[src/rtl/seq_match_if.sv]
// Bundle of configuration, serial-input and status signals between firmware
// logic and the pattern-match run controller.
interface seq_match_if #(
    parameter int PW = 8,
    parameter int CW = 16,
    parameter int LW = $clog2(PW) + 1
);
    logic          start;
    logic [PW-1:0] pattern;
    logic [LW-1:0] pat_len;
    logic [CW-1:0] frame_len;
    logic          in_valid;
    logic          in;
    logic          busy;
    logic          match;
    logic [CW-1:0] match_count;
    logic          done;
    logic          err_cfg;

    modport master (
        output start, pattern, pat_len, frame_len, in_valid, in,
        input  busy, match, match_count, done, err_cfg
    );

    modport slave (
        input  start, pattern, pat_len, frame_len, in_valid, in,
        output busy, match, match_count, done, err_cfg
    );
endinterface

[src/rtl/seq_match_ctrl.sv]
// Run controller for serial pattern detection: one frame per accepted start,
// overlapping matches, match pulse/count and a single-cycle done pulse.
module seq_match_ctrl #(
    parameter  int PW = 8,
    parameter  int CW = 16,
    localparam int LW = $clog2(PW) + 1
) (
    input  logic         clk,
    input  logic         rstn,
    seq_match_if.slave   bus
);

    typedef enum logic [1:0] {IDLE, RUN, DONE} state_e;

    state_e        state_q;
    logic [PW-2:0] shreg_q;
    logic [CW-1:0] bitcnt_q;
    logic [CW-1:0] match_count_q;
    logic [PW-1:0] pat_q;
    logic [LW-1:0] pat_len_q;
    logic [CW-1:0] frame_len_q;
    logic          busy_q;
    logic          match_q;
    logic          done_q;
    logic          err_cfg_q;

    logic [PW-1:0] shreg_d;
    logic [PW-1:0] mask_d;
    logic [CW-1:0] bitcnt_d;
    logic          hit_d;
    logic          last_d;
    logic          cfg_ok_d;

    // Only PW-1 history bits are stored; the newest bit completes the window.
    assign shreg_d  = {shreg_q, bus.in};
    assign bitcnt_d = bitcnt_q + CW'(1);

    // NOTE: every bit gets a default before the loop, so no latch is inferred.
    always_comb begin
        mask_d = '0;
        for (int i = 0; i < PW; i++) begin
            mask_d[i] = (i < int'(pat_len_q));
        end
    end

    assign hit_d    = (bitcnt_d >= CW'(pat_len_q)) &&
                      (((shreg_d ^ pat_q) & mask_d) == '0);
    assign last_d   = (bitcnt_d == frame_len_q);
    assign cfg_ok_d = (bus.pat_len != '0) && (bus.pat_len <= LW'(PW)) &&
                      (bus.frame_len != '0);

    // NOTE: all state and registered outputs use non-blocking assignments so
    // every read in this block sees the pre-edge value.
    always_ff @(posedge clk) begin
        if (rstn) begin
            state_q       <= IDLE;
            shreg_q       <= '0;
            bitcnt_q      <= '0;
            match_count_q <= '0;
            pat_q         <= '0;
            pat_len_q     <= '0;
            frame_len_q   <= '0;
            busy_q        <= 1'b0;
            match_q       <= 1'b0;
            done_q        <= 1'b0;
            err_cfg_q     <= 1'b0;
        end else begin
            match_q   <= 1'b0;
            done_q    <= 1'b0;
            err_cfg_q <= 1'b0;
            case (state_q)
                IDLE: begin
                    if (bus.start) begin
                        if (cfg_ok_d) begin
                            pat_q         <= bus.pattern;
                            pat_len_q     <= bus.pat_len;
                            frame_len_q   <= bus.frame_len;
                            shreg_q       <= '0;
                            bitcnt_q      <= '0;
                            match_count_q <= '0;
                            busy_q        <= 1'b1;
                            state_q       <= RUN;
                        end else begin
                            err_cfg_q <= 1'b1;
                        end
                    end
                end
                RUN: begin
                    if (bus.in_valid) begin
                        shreg_q  <= shreg_d[PW-2:0];
                        bitcnt_q <= bitcnt_d;
                        if (hit_d) begin
                            match_q       <= 1'b1;
                            match_count_q <= match_count_q + CW'(1);
                        end
                        if (last_d) begin
                            busy_q  <= 1'b0;
                            done_q  <= 1'b1;
                            state_q <= DONE;
                        end
                    end
                end
                DONE: begin
                    state_q <= IDLE;
                end
                default: begin
                    state_q <= IDLE;
                end
            endcase
        end
    end

    assign bus.busy        = busy_q;
    assign bus.match       = match_q;
    assign bus.match_count = match_count_q;
    assign bus.done        = done_q;
    assign bus.err_cfg     = err_cfg_q;

endmodule

[src/flat_wrapper.sv]
// flat-port wrapper written by rule: the top's interface ports become plain ports
module seq_match_ctrl_flat 
#(
    parameter  int PW = 8,
    parameter  int CW = 16,
    localparam int LW = $clog2(PW) + 1
)
  (clk, rstn, bus_start, bus_pattern, bus_pat_len, bus_frame_len, bus_in_valid, bus_in, bus_busy, bus_match, bus_match_count, bus_done, bus_err_cfg);
  seq_match_if #(.PW(PW), .CW(CW)) bus_i ();
  input  logic clk;
  input  logic rstn;
  input wire logic [$bits(bus_i.start)-1:0] bus_start;
  input wire logic [$bits(bus_i.pattern)-1:0] bus_pattern;
  input wire logic [$bits(bus_i.pat_len)-1:0] bus_pat_len;
  input wire logic [$bits(bus_i.frame_len)-1:0] bus_frame_len;
  input wire logic [$bits(bus_i.in_valid)-1:0] bus_in_valid;
  input wire logic [$bits(bus_i.in)-1:0] bus_in;
  output wire logic [$bits(bus_i.busy)-1:0] bus_busy;
  output wire logic [$bits(bus_i.match)-1:0] bus_match;
  output wire logic [$bits(bus_i.match_count)-1:0] bus_match_count;
  output wire logic [$bits(bus_i.done)-1:0] bus_done;
  output wire logic [$bits(bus_i.err_cfg)-1:0] bus_err_cfg;
  assign bus_i.start = bus_start;
  assign bus_i.pattern = bus_pattern;
  assign bus_i.pat_len = bus_pat_len;
  assign bus_i.frame_len = bus_frame_len;
  assign bus_i.in_valid = bus_in_valid;
  assign bus_i.in = bus_in;
  assign bus_busy = bus_i.busy;
  assign bus_match = bus_i.match;
  assign bus_match_count = bus_i.match_count;
  assign bus_done = bus_i.done;
  assign bus_err_cfg = bus_i.err_cfg;
  seq_match_ctrl #(.PW(PW), .CW(CW)) u_core (.clk(clk), .rstn(rstn), .bus(bus_i));
endmodule
[config.mk]
export PLATFORM = sky130hd
export DESIGN_NAME = seq_match_ctrl_flat
export DESIGN_NICKNAME = d
export VERILOG_FILES = /design/src/rtl/seq_match_if.sv /design/src/rtl/seq_match_ctrl.sv /design/src/flat_wrapper.sv
export SDC_FILE = /design/constraint.sdc
export NUM_CORES = 1
export LEC_CHECK = 0
export ABC_AREA = 1
export CORE_ASPECT_RATIO = 1.75
export CORE_MARGIN = 4
export CORE_UTILIZATION = 30
export DETAILED_ROUTE_END_ITERATION = 8
export GPL_ROUTABILITY_DRIVEN = 0
export PLACE_DENSITY = 0.6
export SLEW_MARGIN = 20
export SYNTH_ARGS = -nofsm -noshare
export SYNTH_HDL_FRONTEND = slang
export SYNTH_SLANG_ARGS = --single-unit
[constraint.sdc]
create_clock -name clk -period 5.85 [get_ports clk]
set_input_delay 0.585 -clock clk [delete_from_list [all_inputs] [get_ports clk]]
set_output_delay 0.585 -clock clk [all_outputs]
set_load 0.01 [all_outputs]
* Yosys cells after proc, flatten, opt, wreduce, memory -nomap -nowiden *
Cells that the tools add are included.

operators by class
  add/subtract/negate cells = 2
  $mul = 0
  div/mod/pow operators = 0
  magnitude comparators = 10
  equal/unequal tests = 7
  shift operators = 0
  muxes and demuxes = 24
  bitwise operators = 6
  reductions and logical operators = 15

operator list
  operator                                                             number
  16-bit 2-to-1 mux                                                    5
  16-bit one-hot mux with 2 select lines                               2
  16-bit by 1-bit adder with 16-bit output, second input constant      2
  7-bit 2-to-1 mux                                                     3
  16-bit equality test                                                 1
  16-bit by 4-bit >= comparator with 1-bit output                      1
  3-bit by 4-bit < comparator with 1-bit output, first input constant  4
  16-bit nonzero test                                                  1
  7-bit one-hot mux with 2 select lines                                1
  5-bit AND reduction                                                  2
  8-bit AND                                                            1
  8-bit logical NOT                                                    1
  1-bit by 4-bit < comparator with 1-bit output, first input constant  2
  2-bit by 4-bit < comparator with 1-bit output, first input constant  2
  2-bit 2-to-1 mux                                                     4
  4-bit AND reduction                                                  2
  8-bit XOR                                                            1
  1-bit 2-to-1 mux                                                     7
  2-bit by 1-bit != test with 1-bit output, second input constant      3
  3-bit OR reduction                                                   2
  4-bit <= comparator, second input constant                           1
  2-bit != test, second input constant                                 2
  1-bit NOT                                                            4
  2-bit one-hot mux with 2 select lines                                1
  7 further kinds                                                      9

storage, ports and cells
  register bits after elaboration = 73
  bits in latches = 0
  bits in writable memories = 0
  ROM bits = 0
  input bits = 33
  output and inout bits = 20
  word-level logic and storage cells = 75
  memories = 0

* Depth between registers and ports, before layout *
  depth in word-level cells = 7
  depth in mapped cells = 16
  mapped depth without buffers = 16

* Least setup slack after synthesis *
Ideal clock, no wire load.

  kind = register to register
  from = register u_core.bitcnt_q[0]
  to = register u_core.match_count_q[10], in the netlist u_core.bus.match_count[10]
  library setup time = 0.113 ns
  arrival time = 2.047 ns
  data required time = 5.737 ns
  path slack = 3.690 ns
  cell stages (with the launch flop) = 14
  path buffers = 1
  period minus slack after synthesis = 2.160 ns
  path through = dfxtp_1 > ha_1 > ha_1 > a21boi_0 > o21a_1 > o21ai_0 > nand3_1 > nor2_2 > nand2_2 > nand3_4 > nand2_4 > buf_12 > nand2_2 > a21oi_2

on the way
  word-level cells in the longest chain between the ends = 5

RTL lines
  element                                                    RTL line              RTL
  from (decl)                                                seq_match_ctrl.sv:17  logic [CW-1:0] bitcnt_q;
  from (signal assigned)                                     seq_match_ctrl.sv:91  bitcnt_q <= bitcnt_d;
  16-bit by 1-bit adder with 16-bit output                   seq_match_ctrl.sv:36  assign bitcnt_d = bitcnt_q + CW'(1);
  16-bit by 4-bit >= comparator with 1-bit output            seq_match_ctrl.sv:46  assign hit_d = (bitcnt_d >= CW'(pat_len_q)) &&
  1-bit logical AND                                          seq_match_ctrl.sv:46
  2-bit by 1-bit != test with 1-bit output (no source line)  n/a
  5-bit AND reduction (no source line)                       n/a
  to (signal assigned)                                       seq_match_ctrl.sv:94  match_count_q <= match_count_q + CW'(1);
  to (decl)                                                  seq_match_ctrl.sv:18  logic [CW-1:0] match_count_q;

Every way passes these cells.
A chain may end at the register's enable or synchronous reset.

* Final worst setup path *
  from = input port bus_pat_len[0]
  to = register u_core.match_count_q[5], in the netlist u_core.bus.match_count[5]

on the way
  word-level cells in the longest chain between the ends = 5
  elaborated cells on any way between the ends = 6
  classes of those cells = order compare: 1; eq/ne: 1; reduce/logical: 4

RTL lines
  element                                                        RTL line              RTL
  from (decl)                                                    flat_wrapper.sv:14    input wire logic [$bits(bus_i.pat_len)-1:0] bus_pat_len;
  4-bit <= comparator or 4-bit nonzero test (tied branches)      seq_match_ctrl.sv:49  assign cfg_ok_d = (bus.pat_len != '0) && (bus.pat_len <= LW'(PW)) &&
  1-bit logical AND (*) (2 in a row)                             seq_match_ctrl.sv:49
  2-bit by 1-bit != test with 1-bit output (no source line) (*)  n/a
  5-bit AND reduction (no source line) (*)                       n/a

Mark *: on every way between the ends. The rest lies on a longest branch, timed or not.

==> results.toml <==
[outcome]
outcome = "finished, final reports clean"

[grt]
grt_start_max_net_pins = 42
grt_pass1_wl_um = 19900
gr-usage-met1_pct = 15.6
grt.overflow.total = 0
track_usage_pct = 15.0
grt.busiest_layer = "met2"
met3_usage_pct = 2.51
met2_usage_pct = 27.8
antenna_found_initial = 0
grt_pass1_vias = 4142

[route]
drtIter0Drc = 186
drcViolationCount = 0
drt_wl_total_um = 12300
viasPerCell = 4.95
dr.pass1.iters = 4
vias = 4075
antenna_left = 0
wl_per_cell_um = 14.9

[layout]
fin_nets = 681
final_layout_size_suffix_gt1_share_pct = 12.5
area_growth_syn_to_layout_pct = 20.4
final_cell_mix = "nand2_1 (119), dfxtp_1 (73), inv_1 (60)"
fillers = 1504
final_util_pct = 37.2
final_common_cell = "nand2_1"
diodes = 0

[worst_setup_path]
r2r-end = "u_core.bus.match_count[5]"
start_kind = "input pin"
r2r_start = "u_core.state_q[1]"
endpoint_kind = "flip-flop"
r2r_cells = 7
critPathArrivalTime_ns = 3.69
reg2reg_slack_ns = 2.97
crit_fanout = 37
crit_required_ns = 6.11
path_class = "in2reg"

[worst_hold_path]
hold_class = "reg2reg"
holdCritStartpoint = "u_core.frame_len_q[4]"
min_to = "u_core.frame_len_q[4]"
hold_depth = 2

[pwr]
pwr-share-clk_pct = 36.0
p_sw_uw = 480
netSwitchingFraction_pct = 32.8
finalPower_uw = 1460
leakage_uw = 0.00187
share_comb_of_total_power_pct = 24.8
power_density_mw_per_mm2 = 281
irDropWorstVdd_uv = 182
intPower_uw = 982
power_frac_seq_pct = 39.2

[cts]
clk_pin_slew_ns = 0.06
post_cts_buffers = 0
cts_buffers = 9
tritoncts = "done"
cts_resized = 0
cts_sinks = 73
root_buffer = "clkbuf_16"
cts_max_level = 3
hold_buffers = 0
insertion_delay_ns = 0.33
cts_buffer_depth = 2

[sta]
fin_crit_ns = 3.43
finalSetupViolations = 0
worstMarginPinSlew_ns = 0.745
timing.fmax_ghz = 0.292
setup_tns_ns = 0
slew-limit-headroom_pct = 50.3
finClkSkew_ns = 0.00503
hold_violations = 0
fin_crit_sh_pct = 58.6
rsz0062_at_grt = "false"
drv_slew = 0

[yosys]
synthCells = 598
syn_area_mm2 = 0.00432
syn_area_per_cell_um2 = 7.22
synth_warnings = 0
synth-seq-cells = 73
synth-seq-area-share_pct = 33.9
synth_nets = 637
ys_types = 43

[die]
coreArea_mm2 = 0.0140
die_height_um = 167
dieArea_mm2 = 0.0164
num_rows = 57
fp.dieW_um = 98.7
pin_count = 53
start_util_pct = 30.9

[flow_run]
drv_cap = 0

[place]
io_buffers = 52
hpwlAfterDp_um = 9330
synthesized netlist by cell type, drive strengths merged:
cell | n | share of area (%)
nand2 | 139 | 14
dfxtp | 73 | 34
inv | 63 | 5.5
nor2 | 63 | 6.5
a21oi | 60 | 7.8
nand3 | 60 | 8.6
o21ai | 37 | 4.5
clkbuf | 16 | 2.3
nand4 | 15 | 2.3
xor2 | 13 | 2.6
o32ai | 8 | 1.6
xnor2 | 8 | 1.6
nor3 | 7 | 1.0
nor4 | 7 | 1.0
ha | 6 | 1.7
buf | 5 | 1.3
o22ai | 3 | 0.43
xnor3 | 3 | 1.6
nand3b | 2 | 0.35
a211oi | 1 | 0.17
a21boi | 1 | 0.17
a32o | 1 | 0.23
clkdlybuf4s50 | 1 | 0.26
clkinv | 1 | 0.087
dlygate4sd1 | 1 | 0.20
nand2b | 1 | 0.15
nor3b | 1 | 0.17
o21a | 1 | 0.17
or2 | 1 | 0.15
kinds of logic (layout without fill, tap and decap cells):
| logic type | count (synthesis) | count (layout) | share of synthesized area [%] |
|---|---|---|---|
| and+or+nand+nor | 296 | 296 | 33.8 |
| AOI/OAI and AO/OA | 112 | 112 | 15.1 |
| buffers and inverters | 87 | 135 | 9.63 |
| DFF | 73 | 73 | 33.9 |
| xor gates and xnor gates | 24 | 24 | 5.83 |
| adders and majority gates | 6 | 6 | 1.74 |
sequential cells by signal (all words and copies together) (netlist names):
name / count
u_core.bus.busy: 1
u_core.frame_len_q: 16
u_core.bus.match_count: 16
u_core.pat_q: 8
u_core.pat_len_q: 4
u_core.bus.err_cfg: 1
u_core.bitcnt_q: 16
u_core.bus.match: 1
u_core.state_q: 2
u_core.shreg_q: 7
u_core.bus.done: 1
how the worst max path moves through the flow:
stage          cells after the start  slack, ns               start                    endpoint
3_3_place_gp                      10       2.14      bus_pat_len[0]   u_core.bus.match_count[4]
2_1_floorplan                     13       3.69  u_core.bitcnt_q[0]  u_core.bus.match_count[10]
5_1_grt                           10       2.11      bus_pat_len[1]   u_core.bus.match_count[3]
6_report                          10       2.42      bus_pat_len[0]   u_core.bus.match_count[5]
3_5_place_dp                      10       2.05      bus_pat_len[0]   u_core.bus.match_count[3]
4_1_cts                           10       2.40      bus_pat_len[0]   u_core.bus.match_count[3]
layout make-up:
class / count / area [µm²] / share of cell area, %
timing repair buffer: 56 / 551 / 10.6
multi-input combinational: 438 / 2440 / 47.0
clock buffer: 13 / 270 / 5.20
sequential: 73 / 1460 / 28.1
inverter: 64 / 240 / 4.62
tap: 177 / 221 / 4.26
clock inverter: 2 / 12.5 / 0.241
power groups by stage:
stage               clock network, µW  logic, µW  registers [µW]
floorplan                           0        280             576
CTS                               539        364             572
global route                      554        404             577
global placement                    0        356             581
detailed placement                  0        363             583
finish                            527        363             573
routing by layer:
metal,vias to the layer above,part of all wire (%)
li1,2070,-
met1,1889,38
met2,86,54
met3,30,3.0
met4,0,4.4
met5,-,0
worst max-delay path, cell delays in order:
cell and delay, ns:
clkdlybuf4s50_1 0.41, nor3_1 0.34, xnor2_1 0.16, nand2_1 0.11, a21oi_1 0.60, nand2_2 0.57
buf_4 0.43, nand2_4 0.25, nand2_1 0.08, a21oi_1 0.14
per-stage QoR:
| stage | cells | hold slack (ns) | instance area (µm²) | setup slack (ns) |
|---|---|---|---|---|
| 6_report | 823 | 0.465 | 5200 | 2.42 |
| 5_1_grt | 823 | 0.489 | 5200 | 2.11 |
| 4_1_cts | 823 | 0.469 | 5200 | 2.40 |
| 3_5_place_dp | 808 | 0.461 | 4910 | 2.05 |
| 3_3_place_gp | 808 | 0.460 | 4910 | 2.14 |
| 2_1_floorplan | 598 | 0.441 | 4320 | 3.69 |
Note: power is estimated with default switching activity, not from simulation.
